<file path="src/rtl/counter_readout.sv">
// Snapshot-and-stream readout for a bank of 64-bit event counters.
// One coherent capture per request, returned as lo/hi 32-bit words.
module counter_readout #(
   parameter int unsigned NUM_CNT = 8,
   parameter int unsigned IDX_W   = 3
) (
   input  logic                     clk,
   input  logic                     rst,
   input  logic [64*NUM_CNT-1:0]    cnt_in,
   input  logic                     req_valid,
   output logic                     req_ready,
   input  logic                     req_dump,
   input  logic [IDX_W-1:0]         req_idx,
   output logic                     rsp_valid,
   input  logic                     rsp_ready,
   output logic [31:0]              rsp_data,
   output logic                     rsp_last,
   output logic                     busy
);

   localparam int unsigned CNT_W  = 64;
   localparam int unsigned WORD_W = 32;
   localparam logic [IDX_W-1:0] LAST_IDX = IDX_W'(NUM_CNT - 1);

   typedef enum logic [1:0] {
      IDLE    = 2'd0,
      SEND_LO = 2'd1,
      SEND_HI = 2'd2
   } state_e;

   state_e               state_q, state_d;
   logic [IDX_W-1:0]     idx_q, idx_d;
   logic                 dump_q, dump_d;
   logic [WORD_W-1:0]    data_q, data_d;
   logic                 last_q, last_d;
   logic [CNT_W-1:0]     snap_q [NUM_CNT];
   logic [CNT_W-1:0]     sel_cnt;
   logic                 accept;

   assign accept    = req_valid && (state_q == IDLE);
   assign req_ready = (state_q == IDLE);
   assign busy      = (state_q != IDLE);
   assign rsp_valid = (state_q != IDLE);
   assign rsp_data  = data_q;
   assign rsp_last  = last_q;

   // Next state plus the word that will be presented in the next cycle
   always_comb begin
      state_d = state_q;
      idx_d   = idx_q;
      dump_d  = dump_q;
      data_d  = '0;
      last_d  = 1'b0;
      sel_cnt = '0;

      unique case (state_q)
         IDLE: begin
            if (req_valid) begin
               state_d = SEND_LO;
               dump_d  = req_dump;
               idx_d   = req_dump ? '0 : req_idx;
            end
         end
         SEND_LO: begin
            if (rsp_ready) state_d = SEND_HI;
         end
         SEND_HI: begin
            if (rsp_ready) begin
               if (!dump_q || (idx_q == LAST_IDX)) begin
                  state_d = IDLE;
               end else begin
                  idx_d   = idx_q + IDX_W'(1);
                  state_d = SEND_LO;
               end
            end
         end
         default: state_d = IDLE;
      endcase

      // On the accept edge the snapshot is still being written, so read the live bus
      for (int unsigned i = 0; i < NUM_CNT; i++) begin
         if (idx_d == IDX_W'(i)) sel_cnt = accept ? cnt_in[CNT_W*i +: CNT_W] : snap_q[i];
      end

      if (state_d == SEND_LO) begin
         data_d = sel_cnt[WORD_W-1:0];
      end else if (state_d == SEND_HI) begin
         data_d = sel_cnt[CNT_W-1:WORD_W];
         last_d = !dump_d || (idx_d == LAST_IDX);
      end
   end

   always_ff @(posedge clk) begin
      if (rst) begin
         state_q <= IDLE;
         idx_q   <= '0;
         dump_q  <= 1'b0;
         data_q  <= '0;
         last_q  <= 1'b0;
      end else begin
         state_q <= state_d;
         idx_q   <= idx_d;
         dump_q  <= dump_d;
         data_q  <= data_d;
         last_q  <= last_d;
      end
   end

   // Snapshot only moves on the accept edge
   always_ff @(posedge clk) begin
      if (rst) begin
         for (int unsigned i = 0; i < NUM_CNT; i++) snap_q[i] <= '0;
      end else if (accept) begin
         for (int unsigned i = 0; i < NUM_CNT; i++) snap_q[i] <= cnt_in[CNT_W*i +: CNT_W];
      end
   end

endmodule

</file>
<file path="config.mk">
export PLATFORM = sky130hd
export DESIGN_NAME = counter_readout
export DESIGN_NICKNAME = d
export VERILOG_FILES = /design/src/rtl/counter_readout.sv
export SDC_FILE = /design/constraint.sdc
export NUM_CORES = 1
export LEC_CHECK = 0
export CAP_MARGIN = 20
export CORE_MARGIN = 3
export CORE_UTILIZATION = 41
export DETAILED_ROUTE_END_ITERATION = 10
export PLACE_DENSITY = 0.65
export SYNTH_ARGS = -nofsm -noshare
export SYNTH_HDL_FRONTEND = slang
export SYNTH_SLANG_ARGS = --single-unit
</file>
<file path="constraint.sdc">
create_clock -name clk -period 20.6 [get_ports clk]
set_input_delay 4.12 -clock clk [delete_from_list [all_inputs] [get_ports clk]]
set_output_delay 4.12 -clock clk [all_outputs]
set_load 0.02 [all_outputs]
</file>
Word-level counts from Yosys, hierarchy flattened
Memory sizes are Yosys's and may differ from the RTL's.
Cells that the tools add are included.

operators by class
  bitwise operators = 9
  $add $sub $neg = 1
  equality and inequality tests = 12
  mux-type cells = 43
  reductions and logical operators = 9

operators by type and width
  cell                                            count
  2-to-1 mux 64 bit                               24
  2-to-1 mux 32 bit                               2
  == test 3 bit (second input constant)           5
  2-to-1 mux 3 bit                                4
  2-to-1 mux 1 bit                                8
  OR 1 bit                                        8
  == test 3 x 2 -> 1 bit (second input constant)  2
  2-to-1 mux 2 bit                                3
  case mux 2 bit (3 select lines)                 1
  case mux 3 bit (2 select lines)                 1
  == test 2 x 1 -> 1 bit (second input constant)  2
  == test 2 bit (second input constant)           2
  adder 3 x 1 -> 3 bit (second input constant)    1
  == test 3 x 1 -> 1 bit (second input constant)  1
  zero test 3 bit                                 1
  OR reduction 3 bit                              1
  zero test 1 bit                                 2
  zero test 2 bit                                 1
  logical OR 1 bit                                2
  nonzero test 2 bit                              1
  logical AND 1 bit                               1
  NOT 1 bit                                       1

word-level totals
  output and inout bits = 36
  register bits after elaboration = 39
  memories = 1
  logic and storage cells = 80
  memory bits (writable) = 512

memories
  memory  depth  bits a word  read ports  clocked after Yosys merged registers in  wr ports  RTL line  text
  snap_q  8      64           8           0                                        8         36        logic [CNT_W-1:0] snap_q [NUM_CNT];

Logic depth before layout (Yosys ltp)
  depth in word-level cells = 16
  mapped depth = 13

Worst setup path after synthesis
Ideal clock, no wire load.

  kind = input-to-reg
  from = in req_valid
  to = mem snap_q[0][0], enable pin
  stages = 7
  slack = 2.667 ns
  arrival time = 16.963 ns
  data required time = 19.630 ns
  buffers on the path = 5
  cell sequence = or3b_1 > buf_2 > buf_2 > clkbuf_1 > clkbuf_1 > clkbuf_1 > nand2b_1

RTL lines
  element          RTL line  text
  start, declared  10        input logic req_valid,
  end, declared    36

Worst setup path after layout
  from = in req_valid
  to = reg data_q[11] (netlist: rsp_data[11])

between the ends
  cells in the longest elaborated chain, start to end = 13

RTL lines
  element                          RTL line  text
  2-to-1 mux 3 bit                 58        if (req_valid) begin
  case mux 3 bit (2 select lines)  56        unique case (state_q)
  zero test 3 bit                  82        if (idx_d == IDX_W'(i)) sel_cnt = accept ? cnt_in[CNT_W*i +: CNT_W] : snap_q[i];
  2-to-1 mux 64 bit (8 in a row)   82
  2-to-1 mux 32 bit                87        end else if (state_d == SEND_HI) begin
  2-to-1 mux 32 bit *              85        if (state_d == SEND_LO) begin
  end signal, assigned             104       data_q <= data_d;
  end, declared                    34        logic [WORD_W-1:0] data_q, data_d;

Mark *: on every way between the ends. The rest lies on a longest branch, timed or not.
A chain may end at the register's enable or synchronous reset.

==> flow_metrics.py <==
metrics = {
    "place": {
        "dpl.hpwl_mm": 71.51,
        "port_buffers": 555,
        "pre_cts_slack_ns": 11.65,
        "place.gp.congestion": 0.8999,
    },
    "final_layout": {
        "synthToLayoutAreaGrowth_pct": 29.56,
        "layout.nets": 3659,
        "layout-drive-gt1-share_pct": 6.803,
    },
    "clocking": {
        "clock_latency_ns": 0.61,
        "cts_tree": "built",
        "cts_root_buf": "clkbuf_16",
        "numCtsBuffers": 66,
        "holdBufCountCts": 0,
        "cts_resized": 0,
        "cts_setup_buffers": 0,
        "clock_path_buffers": 3,
        "cts.sinks": 551,
        "h-tree-depth": 3,
        "clk_pin_slew_ns": 0.06,
    },
    "timing": {
        "finalHoldViolations": 0,
        "tns_ns": 0,
        "max_slew_margin_pct": 20.50,
        "clock_skew_ns": 0.01796,
        "timing.hold.ws_ns": 0.6119,
        "max_freq_mhz": 116.8,
        "period_share_pct": 41.56,
        "worstMarginPinSlew_ns": 1.193,
        "slew_violations": 0,
        "timing.final.ws_setup_ns": 12.04,
        "rsz0062_at_grt": "no",
        "setup-violations-final": 0,
        "period_minus_slack_ns": 8.561,
    },
    "hold_path": {
        "hp-class": "reg2reg",
        "hold-path-cell-count": 2,
        "hp-start": "dump_q$_SDFF_PP0_",
        "hold_end": "dump_q$_SDFF_PP0_",
    },
    "worst_setup_path": {
        "required_ns": 21.03,
        "path_class": "in2reg",
        "timing.rr.start": "idx_q[0]$_SDFF_PP0_",
        "cp_slowest_stage_delay_ns": 0.77,
        "reg2reg_to": "rsp_data[11]$_SDFF_PP0_",
        "reg2regPathDepth": 10,
        "r2r_slack_ns": 15.30,
        "cp_common_cell": "buf_4",
        "crit_slowest_cell": "nor4_1",
        "cp_max_fo": 156,
        "crit_path_end_kind": "flip-flop",
        "crit_arrival_ns": 8.99,
        "critPathLaunchType": "primary input",
        "crit_chain": "clkdlybuf4s50_1, nor3b_4, buf_4, buf_12, nor4_4, buf_4, and3_1, buf_4, a221o_1, nor4_1, o22ai_1",
    },
    "detailed_routing": {
        "drc": 0,
        "antenna_left": 0,
        "routedWlPerCell_um": 25.86,
        "drtIter0Drc": 2977,
        "vias": 24167,
        "first_pass_iters": 7,
        "routed_wl_mm": 107.5,
        "vias_per_cell": 5.816,
    },
    "global_routing": {
        "overflow": 0,
        "grt_pass1_wl_mm": 154.8,
        "grt_antenna_before_repair": 43,
        "grt_pass1_vias": 23553,
        "grt_usage_pct": 28.06,
        "grt_max_degree": 167,
    },
    "floorplanning": {
        "pin_count": 556,
        "die_h_um": 271.6,
        "num_rows": 96,
        "coreArea_um2": 69190,
        "initial_core_util_pct": 41.80,
        "dieArea_um2": 73770,
        "die_w_um": 271.6,
    },
    "synthesis": {
        "yosysTopAreaCellShare_pct": 53.16,
        "synthesis.area_um2": 28920,
        "synth_mux_area_share_pct": 7.017,
        "seq_area_frac_synth_pct": 55.86,
        "synth_nets": 3216,
        "yosys.area.top_type": "edfxtp_1",
        "synth-adder-area-share_pct": 0.08652,
        "synth-simple-area-share_pct": 22.96,
        "syn_avg_cell_area_um2": 10.74,
        "synth_top_flop_cell": "edfxtp_1",
        "synth_xor_area_share_pct": 0,
        "ys_top_cells_by_area": "edfxtp_1 (53%), and2_1 (8.3%), nand2_1 (6.5%)",
        "synthArstFlopShare_pct": 0,
        "synth-compound-area-share_pct": 10.59,
        "synth_top_family_by_area": "simple AND/OR/NAND/NOR gates",
        "ys_ff_latch": 551,
        "ys.warnings.count": 0,
        "synthCells": 2694,
        "ys_types": 64,
        "synth_commonest_cells": "edfxtp_1 (512), nand2_1 (498), and2_1 (385)",
        "yosysMostFrequentCell": "edfxtp_1",
        "synth-edff-count": 512,
    },
    "power_and_ir_drop": {
        "max-vdd-ir-drop_uv": 45.71,
        "power_leakage_nw": 14.21,
        "p_per_area_nw_per_um2": 83.64,
    },
    "run_status": {
        "status": "completed",
    },
    "flow_run": {
        "max_cap_violations": 0,
    },
}
[where the power goes]
group | internal [mW] | switching (mW) | leakage (nW)
combinational | 0.230 | 0.322 | 7.28
clock | 0.730 | 0.480 | 1.10
sequential | 1.34 | 0.0340 | 5.83
[layout make-up]
type	count	area, um2
clock inverters	28	356.6
diodes	34	85.08
repair buffers	595	5931
multi-input cells	1921	11890
inverters	2	7.507
clock buffers	93	1886
flip-flops and latches	551	16160
fillers	6064	31710
well taps	931	1165
[kinds of logic (layout without fill, tap and decap cells)]
| family | after synthesis | after routing |
|---|---|---|
| AND/OR/NAND/NOR | 1297 | 1297 |
| other | 0 | 34 |
| flip-flops | 551 | 551 |
| AO/OA/AOI/OAI | 423 | 423 |
| multiplexers | 199 | 199 |
| buffers and inverters | 222 | 718 |
| adder cells (fa/ha/maj) | 2 | 2 |
[state kept, by name, indices dropped and copies added, names as in the netlist]
name,count
snap_q,512
state_q,2
dump_q,1
idx_q,3
rsp_last,1
rsp_data,32
[how the worst max path moves through the flow]
stage                     startpoint                    endpoint  slack [ns]  cells past startpoint
after floorplan            req_valid  snap_q[0][0]$_SDFFCE_PN0P_        2.67                      7
after global placement     req_valid     rsp_data[11]$_SDFF_PP0_       11.70                     11
after detailed placement   req_valid     rsp_data[11]$_SDFF_PP0_       11.65                     11
after CTS                  req_valid     rsp_data[11]$_SDFF_PP0_       12.25                     11
after global routing       req_valid     rsp_data[11]$_SDFF_PP0_       11.98                     11
final                      req_valid     rsp_data[11]$_SDFF_PP0_       12.04                     11
[placed cells by master, fill, tap and decap left out, drive strengths merged, types with 3 or more instances in the layout]
master,netlist,routed
edfxtp,512,512
a211o,18,18
nor2,63,63
or3,8,8
a211oi,24,24
nor2b,130,130
a21oi,87,87
nand2,499,499
diode,0,34
buf,93,41
nand2b,7,7
clkbuf,127,93
o21ai,20,20
nand3,134,134
a31o,9,9
nand3b,3,3
nor4,23,23
mux2,30,30
a221o,30,30
clkdlybuf4s50,0,554
a31oi,50,50
mux2i,169,169
dfxtp,39,39
a41oi,8,8
nor3,12,12
bufinv,0,7
and2,385,385
a221oi,30,30
and3,25,25
clkinv,0,17
a32oi,62,62
o22ai,61,61
inv,2,5
[through the flow]
| step | instances | utilization (%) | instance area [um2] | power [mW] |
|---|---|---|---|---|
| after CTS | 4118 | 53.95 | 37320 | 3.141 |
| after global routing | 4150 | 54.14 | 37460 | 3.238 |
| final | 4155 | 54.16 | 37470 | 3.134 |
| after detailed placement | 3997 | 50.71 | 35080 | 1.935 |
| after floorplan | 2694 | - | 28920 | 1.706 |
| after global placement | 3997 | 50.71 | 35080 | 1.926 |
[worst max-delay path: cells and delay by family]
family / cells / cell delay [ns]
buffers and inverters: 5 / 2.46
AND/OR/NAND/NOR: 4 / 1.37
AO/OA/AOI/OAI: 2 / 0.54
[per-layer routing]
metal  up-vias  share of wire [%]  wire (um)  GRT usage [%]
li1      10735                  -          -              -
met1     11890                 41      44520          38.62
met2      1331                 46      48970          42.60
met3       197                9.9      10650          6.779
met4        14                3.0       3234          11.38
met5         -              0.079         85              0
No activity file was read; power rests on OpenSTA's default activity.
